$ cat src/rtl/div_unit_pkg.sv
// Shared definitions for the iterative radix-2 divider: state encoding,
// default operand width and the fixed divide-by-zero quotient.
package div_unit_pkg;

    localparam int DIV_DATA_WIDTH = 32;

    typedef enum logic [1:0] {
        S_IDLE = 2'b00,
        S_CALC = 2'b01,
        S_DONE = 2'b10
    } div_state_e;

    // Architecturally undefined result, pinned to all-ones so that
    // software sees a deterministic value.
    localparam logic [DIV_DATA_WIDTH-1:0] DIV_ZERO_QUOTIENT = '1;

endpackage

$ cat src/rtl/div_unit_if.sv
// Request/response bundle between the EX stage and the divider.
// master = EX stage side, slave = divider side.
interface div_unit_if #(
    parameter int DATA_WIDTH = 32
);

    logic                  en;
    logic                  is_signed;
    logic [DATA_WIDTH-1:0] dividend;
    logic [DATA_WIDTH-1:0] divisor;
    logic                  flush;
    logic                  stall_request;
    logic                  done;
    logic [DATA_WIDTH-1:0] quotient;
    logic [DATA_WIDTH-1:0] remainder;

    modport master (
        output en,
        output is_signed,
        output dividend,
        output divisor,
        output flush,
        input  stall_request,
        input  done,
        input  quotient,
        input  remainder
    );

    modport slave (
        input  en,
        input  is_signed,
        input  dividend,
        input  divisor,
        input  flush,
        output stall_request,
        output done,
        output quotient,
        output remainder
    );

endinterface

$ cat src/rtl/div_sign_adjust.sv
// Two-lane conditional two's-complement negation. Used once to take the
// magnitudes of the operands and once to restore the signs of the results.
module div_sign_adjust #(
    parameter int DATA_WIDTH = 32
) (
    input  logic [DATA_WIDTH-1:0] a_in,
    input  logic                  a_neg,
    input  logic [DATA_WIDTH-1:0] b_in,
    input  logic                  b_neg,
    output logic [DATA_WIDTH-1:0] a_out,
    output logic [DATA_WIDTH-1:0] b_out
);

    // Negation wraps: the most negative value maps onto itself, which is
    // exactly what the overflow case (MIN / -1) needs.
    function automatic logic signed [DATA_WIDTH-1:0] cond_neg(
        input logic signed [DATA_WIDTH-1:0] v,
        input logic                         neg
    );
        return neg ? -v : v;
    endfunction

    logic signed [DATA_WIDTH-1:0] a_s;
    logic signed [DATA_WIDTH-1:0] b_s;

    assign a_s   = cond_neg(signed'(a_in), a_neg);
    assign b_s   = cond_neg(signed'(b_in), b_neg);
    assign a_out = unsigned'(a_s);
    assign b_out = unsigned'(b_s);

endmodule

$ cat src/rtl/div_unit.sv
// Iterative restoring radix-2 divider for MIPS DIV/DIVU. One quotient bit
// per cycle; holds the pipeline through stall_request until the result is
// ready, then pulses done for a single cycle while HI/LO are latched.
module div_unit
    import div_unit_pkg::*;
#(
    parameter int DATA_WIDTH = DIV_DATA_WIDTH,
    parameter int CNT_WIDTH  = 6
) (
    input  logic      clk,
    input  logic      rst,
    div_unit_if.slave bus
);

    div_state_e state;
    div_state_e state_next;

    logic [CNT_WIDTH-1:0]  counter;
    logic [DATA_WIDTH-1:0] rem_acc;
    logic [DATA_WIDTH-1:0] quot_acc;
    logic [DATA_WIDTH-1:0] div_abs;
    logic                  sign_a;
    logic                  sign_b;

    logic [DATA_WIDTH-1:0] dvd_abs;
    logic [DATA_WIDTH-1:0] dvs_abs;
    logic                  start;
    logic                  div_zero;
    logic                  last_step;

    logic [DATA_WIDTH:0]   rem_shift;
    logic                  trial_ok;
    logic [DATA_WIDTH-1:0] rem_step;
    logic [DATA_WIDTH-1:0] quot_step;
    logic [DATA_WIDTH-1:0] q_fixed;
    logic [DATA_WIDTH-1:0] r_fixed;

    logic                  stall_req;
    logic                  done_pulse;
    logic [DATA_WIDTH-1:0] quotient_r;
    logic [DATA_WIDTH-1:0] remainder_r;

    assign start     = (state == S_IDLE) && bus.en && !bus.flush;
    assign div_zero  = (bus.divisor == '0);
    assign last_step = (counter == CNT_WIDTH'(DATA_WIDTH - 1));

    // Operand magnitudes; only DIV treats the MSB as a sign.
    div_sign_adjust #(.DATA_WIDTH(DATA_WIDTH)) u_operand_abs (
        .a_in  (bus.dividend),
        .a_neg (bus.is_signed & bus.dividend[DATA_WIDTH-1]),
        .b_in  (bus.divisor),
        .b_neg (bus.is_signed & bus.divisor[DATA_WIDTH-1]),
        .a_out (dvd_abs),
        .b_out (dvs_abs)
    );

    // One restoring step: shift {rem, quot} left, try to subtract divisor.
    // The partial remainder is always below the divisor, so the shifted
    // value fits in DATA_WIDTH+1 bits and a successful difference fits in
    // DATA_WIDTH bits.
    assign rem_shift = {rem_acc, quot_acc[DATA_WIDTH-1]};
    assign trial_ok  = (rem_shift >= {1'b0, div_abs});
    assign rem_step  = trial_ok ? (rem_shift[DATA_WIDTH-1:0] - div_abs)
                                : rem_shift[DATA_WIDTH-1:0];
    assign quot_step = {quot_acc[DATA_WIDTH-2:0], trial_ok};

    // Result sign restore; latched signs are already gated by is_signed.
    div_sign_adjust #(.DATA_WIDTH(DATA_WIDTH)) u_result_sign (
        .a_in  (quot_step),
        .a_neg (sign_a ^ sign_b),
        .b_in  (rem_step),
        .b_neg (sign_a),
        .a_out (q_fixed),
        .b_out (r_fixed)
    );

    // State register.
    always_ff @(posedge clk or negedge rst) begin
        if (!rst) begin
            state <= S_IDLE;
        end else begin
            state <= state_next;
        end
    end

    // Next-state logic; flush overrides everything, including a start.
    always_comb begin
        state_next = state;
        if (bus.flush) begin
            state_next = S_IDLE;
        end else begin
            case (state)
                S_IDLE: begin
                    if (bus.en) begin
                        state_next = div_zero ? S_DONE : S_CALC;
                    end
                end
                S_CALC: begin
                    if (last_step) begin
                        state_next = S_DONE;
                    end
                end
                S_DONE:  state_next = S_IDLE;
                default: state_next = S_IDLE;
            endcase
        end
    end

    // Outputs to the stall controller and EX stage; stall drops in DONE so
    // the pipeline advances on the edge that ends it.
    always_comb begin
        stall_req  = 1'b0;
        done_pulse = 1'b0;
        case (state)
            S_IDLE:  stall_req  = bus.en && !bus.flush;
            S_CALC:  stall_req  = 1'b1;
            S_DONE:  done_pulse = 1'b1;
            default: begin
                stall_req  = 1'b0;
                done_pulse = 1'b0;
            end
        endcase
    end

    // Iteration counter and architecturally visible results.
    always_ff @(posedge clk or negedge rst) begin
        if (!rst) begin
            counter     <= '0;
            quotient_r  <= '0;
            remainder_r <= '0;
        end else if (bus.flush) begin
            counter <= '0;
        end else if (start) begin
            counter <= '0;
            if (div_zero) begin
                quotient_r  <= DATA_WIDTH'(DIV_ZERO_QUOTIENT);
                remainder_r <= bus.dividend;
            end
        end else if (state == S_CALC) begin
            counter <= counter + CNT_WIDTH'(1);
            if (last_step) begin
                quotient_r  <= q_fixed;
                remainder_r <= r_fixed;
            end
        end
    end

    // Working datapath: operands captured on start, then shifted each step.
    always_ff @(posedge clk) begin
        if (start) begin
            rem_acc  <= '0;
            quot_acc <= dvd_abs;
            div_abs  <= dvs_abs;
            sign_a   <= bus.is_signed & bus.dividend[DATA_WIDTH-1];
            sign_b   <= bus.is_signed & bus.divisor[DATA_WIDTH-1];
        end else if (state == S_CALC) begin
            rem_acc  <= rem_step;
            quot_acc <= quot_step;
        end
    end

    assign bus.stall_request = stall_req;
    assign bus.done          = done_pulse;
    assign bus.quotient      = quotient_r;
    assign bus.remainder     = remainder_r;

endmodule
$ cat src/flat_wrapper.sv
// flat-port wrapper written by rule: the top's interface ports become plain ports
module div_unit_flat import div_unit_pkg::*;
#(
    parameter int DATA_WIDTH = DIV_DATA_WIDTH,
    parameter int CNT_WIDTH  = 6
)
  (clk, rst, bus_en, bus_is_signed, bus_dividend, bus_divisor, bus_flush, bus_stall_request, bus_done, bus_quotient, bus_remainder);
  div_unit_if #(.DATA_WIDTH(DATA_WIDTH)) bus_i ();
  input  logic clk;
  input  logic rst;
  input wire logic [$bits(bus_i.en)-1:0] bus_en;
  input wire logic [$bits(bus_i.is_signed)-1:0] bus_is_signed;
  input wire logic [$bits(bus_i.dividend)-1:0] bus_dividend;
  input wire logic [$bits(bus_i.divisor)-1:0] bus_divisor;
  input wire logic [$bits(bus_i.flush)-1:0] bus_flush;
  output wire logic [$bits(bus_i.stall_request)-1:0] bus_stall_request;
  output wire logic [$bits(bus_i.done)-1:0] bus_done;
  output wire logic [$bits(bus_i.quotient)-1:0] bus_quotient;
  output wire logic [$bits(bus_i.remainder)-1:0] bus_remainder;
  assign bus_i.en = bus_en;
  assign bus_i.is_signed = bus_is_signed;
  assign bus_i.dividend = bus_dividend;
  assign bus_i.divisor = bus_divisor;
  assign bus_i.flush = bus_flush;
  assign bus_stall_request = bus_i.stall_request;
  assign bus_done = bus_i.done;
  assign bus_quotient = bus_i.quotient;
  assign bus_remainder = bus_i.remainder;
  div_unit #(.DATA_WIDTH(DATA_WIDTH), .CNT_WIDTH(CNT_WIDTH)) u_core (.clk(clk), .rst(rst), .bus(bus_i));
endmodule
$ cat config.mk
export PLATFORM = sky130hd
export DESIGN_NAME = div_unit_flat
export DESIGN_NICKNAME = d
export VERILOG_FILES = /design/src/rtl/div_unit_pkg.sv /design/src/rtl/div_unit_if.sv /design/src/rtl/div_sign_adjust.sv /design/src/rtl/div_unit.sv /design/src/flat_wrapper.sv
export SDC_FILE = /design/constraint.sdc
export NUM_CORES = 1
export LEC_CHECK = 0
export ABC_CLOCK_PERIOD_IN_PS = 12300
export BUFFER_PORTS_ARGS = -buffer_cell sky130_fd_sc_hd__buf_2
export CORE_MARGIN = 4
export CORE_UTILIZATION = 60
export CTS_BUF_LIST = sky130_fd_sc_hd__clkbuf_2 sky130_fd_sc_hd__clkbuf_4 sky130_fd_sc_hd__clkbuf_8
export DETAILED_ROUTE_END_ITERATION = 8
export PLACE_DENSITY = 0.88
export SYNTH_ARGS = -nofsm -noshare
export SYNTH_HDL_FRONTEND = slang
export SYNTH_SLANG_ARGS = --single-unit
$ cat constraint.sdc
create_clock -name clk -period 12.3 [get_ports clk]
set_input_delay 2.46 -clock clk [delete_from_list [all_inputs] [get_ports clk]]
set_output_delay 2.46 -clock clk [all_outputs]
set_load 0.1 [all_outputs]
==> flow_summary.json <==
{
  "status": "finished clean",
  "grt_usage": 0.263,
  "slew_violations": 0,
  "final_cell_count_no_fill": 1757,
  "htreeDepth": 4,
  "startpoint": "bus_flush",
  "crit_path_max_fanout": 94,
  "dp_hpwl_mm": 21.5,
  "gp_congestion": 1.01,
  "critPathSlowestCell": "or4b_4",
  "fin_crit_sh": 0.560,
  "syn_avg_cell_area_um2": 8.33,
  "critPathRequiredTime_ns": 9.84,
  "wl_met3_mm": 2.61,
  "synth_top_family_by_area": "compound AO/OA/AOI/OAI gates",
  "synthSimpleGateAreaFrac": 0.201,
  "synth_edf_count": 66,
  "synth_top_area_frac": 0.172,
  "core_um2": 18800,
  "synth_flop_cell": "dfrtp_1",
  "syn_inst": 1384,
  "final_antenna_net_count": 0,
  "final_cell_mix": "173 x nand2_1, 145 x nor2_1, 134 x buf_2",
  "drt_iter0_markers": 1041,
  "fin_skew_ns": 0.0171,
  "met2_length_mm": 13.1,
  "worstHoldStart": "u_core.counter[5]$_DFFE_PN0P_",
  "cts_buffers": 17,
  "vias_per_cell": 6.06,
  "nFillCells": 1541,
  "yosys.area.top_type": "edfxtp_1",
  "final_common_cell": "nand2_1",
  "r2r_start": "u_core.rem_acc[6]$_SDFFE_PP0P_",
  "ys_ff_latch": 170,
  "start_kind": "input pin",
  "cts-resized-gates": 0,
  "clock-sinks": 170,
  "synthesis.area_um2": 11500,
  "endpoint_kind": "primary output",
  "antenna_found_initial": 1,
  "placement.io_buffers": 134,
  "synth-seq-area-share": 0.384,
  "grt_max_degree": 95,
  "grt_pass1_wl_mm": 47.3,
  "worst-path-buf-inv": 4,
  "wire_per_inst_um": 16.5,
  "grt_overflow_total": 0,
  "cts_root_buf": "clkbuf_8",
  "fin_util": 0.676,
  "peakVddDrop_v": 0.000102,
  "rsz0062_at_grt": "no",
  "synth_xor_area_frac": 0.103,
  "syn_to_final_growth_pct": 10.5,
  "io_pins": 135,
  "holdCritPathClass": "reg2reg",
  "clk_latency_ns": 0.47,
  "cts_setup_buffers": 0,
  "muxShareOfSynthArea": 0.0167,
  "dieArea_um2": 21500,
  "synthAdderAreaFrac": 0.0419,
  "max_cap_viol_count": 0,
  "routed_wl_mm": 28.9,
  "cp_cell_sequence": "buf_2 > or4b_4 > inv_2 > nor2_1 > inv_1 > buf_2",
  "rows": 50,
  "yosys_warnings": 0,
  "power.leakage_nw": 5.54,
  "crit_family": "buffers and inverters",
  "start_util": 0.612,
  "max_slew.worst_pin.slew_ns": 1.29,
  "synth_compound_area_frac": 0.210,
  "cts_tree": "yes",
  "firstDrtPassIters": 5,
  "period_needed_ns": 6.89,
  "cts.clk_slew.worst_paths_ns": 0.09,
  "finalHoldViolCount": 0,
  "wl_met1_mm": 12.6,
  "crit_arrival_ns": 4.43,
  "p_per_area_nw_per_um2": 196,
  "setup.worst_path.class": "in2out",
  "netlist_top_cells_area": "edfxtp_1 17%, dfrtp_1 16%, xnor2_1 6.4%",
  "grt_pass1_vias": 9645,
  "cpPeakStageDelay_ns": 0.84,
  "ys_types": 83,
  "drive_gt1_frac": 0.136,
  "cts_hold_buf": 0,
  "n_antenna_cell": 0,
  "finalSetupViolations": 0,
  "slew_headroom": 0.141,
  "vias": 10600,
  "tns_ns": 0,
  "fmax_ghz": 0.145,
  "drcViolationCount": 0,
  "top_layer_used": "met5",
  "worst_path_most_repeated_cell": "buf_2",
  "die_w_um": 147,
  "die_h_um": 147,
  "clockBufferDepth": 2,
  "synth_fp_nets": 1491,
  "async_flop_share": 0.424,
  "placed_cells_incl_taps": 1725,
  "final_nets": 1591
}
## power by group
group	internal [mW]	switching [mW]
combinational	0.499	0.820
clock	0.188	0.224
sequential	0.671	0.0914
total	1.36	1.14
## worst reg2reg max path, stage by stage (launching register included)
cell	delay, ns
dfxtp_1	0.39
ha_1	0.48
nand2_1	0.08
o21ai_0	0.47
nand2_1	0.21
a31oi_4	0.33
or2_1	0.14
buf_4	0.49
nand2_1	0.15
o21ai_0	0.18
ha_1	0.31
or3b_2	0.47
nor3_1	0.35
nand3_1	0.15
nor3_1	0.16
a41o_1	0.21
nand3_1	0.26
o21ai_1	0.23
xnor2_1	0.11
a211oi_1	0.30
## layout make-up
cell class,count,area (µm²),share of cell area
clock buffers,18,241,0.0190
clock inverters,14,163,0.0128
inverters,66,248,0.0195
multi-input cells,1087,6600,0.518
flip-flops and latches,170,4420,0.347
well taps,260,325,0.0255
repair buffers,142,731,0.0574
## layer usage
layer	GRT usage	vias up
met2	0.418	500
met5	0	-
met3	0.0506	61
met4	0.0814	2
li1	-	5169
met1	0.367	4917
## final timing paths
kind	cells after the start	endpoint	slack, ns
max in group asynchronous	2	u_core.counter[0]$_DFFE_PN0P_	9.51
max	6	bus_stall_request	5.41
min	1	u_core.counter[5]$_DFFE_PN0P_	0.50
min in group asynchronous	2	u_core.bus.quotient[8]$_DFFE_PN0P_	2.20
min reg2reg	1	u_core.counter[5]$_DFFE_PN0P_	0.50
max reg2reg	19	u_core.bus.remainder[26]$_DFFE_PN0P_	6.74
## Yosys cell counts, types with 3 or more instances
cell type / number
nor2b_1: 6
a31oi_1: 22
dfrtp_1: 72
and2_1: 9
mux2_2: 4
o22ai_1: 12
o21ai_0: 114
nand4_1: 15
nand2b_1: 7
nand2_1: 173
mux2i_1: 12
inv_1: 62
o211ai_1: 9
xor2_1: 51
o31ai_1: 18
buf_1: 6
clkbuf_1: 42
nor4_1: 13
or3_1: 18
xnor2_1: 84
and3_1: 9
nor3b_1: 5
or4_1: 7
nand3_1: 24
nand3b_1: 3
a21oi_1: 131
edfxtp_1: 66
o21a_1: 9
dfxtp_1: 32
a41o_1: 3
a21o_1: 14
buf_2: 9
o21ai_1: 7
nor3_1: 46
o21bai_1: 4
a211oi_1: 14
a211o_1: 4
o41ai_1: 5
ha_1: 37
nor2_1: 145
## registers in the layout, indices dropped and copies added (netlist names)
signal / cells
u_core.bus.quotient: 32
u_core.bus.remainder: 32
u_core.counter: 6
u_core.div_abs: 32
u_core.quot_acc: 32
u_core.rem_acc: 32
u_core.sign_a: 1
u_core.sign_b: 1
u_core.state: 2
## stage by stage
step                      hold WS [ns]  power, mW  cell area [µm²]  worst slack (ns)
final                            0.495       2.49            12700              5.41
after global routing             0.530       2.67            12700              5.34
after CTS                        0.500       2.46            12700              5.40
after detailed placement         0.479       2.05            12300              5.40
after global placement           0.467       2.01            12300              5.39
after floorplan                  0.443       1.78            11500              5.53
## kinds of logic (layout without fill, tap and decap cells)
kind of cell | after synthesis | after routing
AND/OR/NAND/NOR | 498 | 498
AO/OA/AOI/OAI | 398 | 398
XOR/XNOR | 135 | 135
multiplexers | 18 | 18
adder cells (fa/ha/maj) | 38 | 38
buffers and inverters | 127 | 240
flip-flops | 170 | 170
No activity file was read; power rests on OpenSTA's default activity.
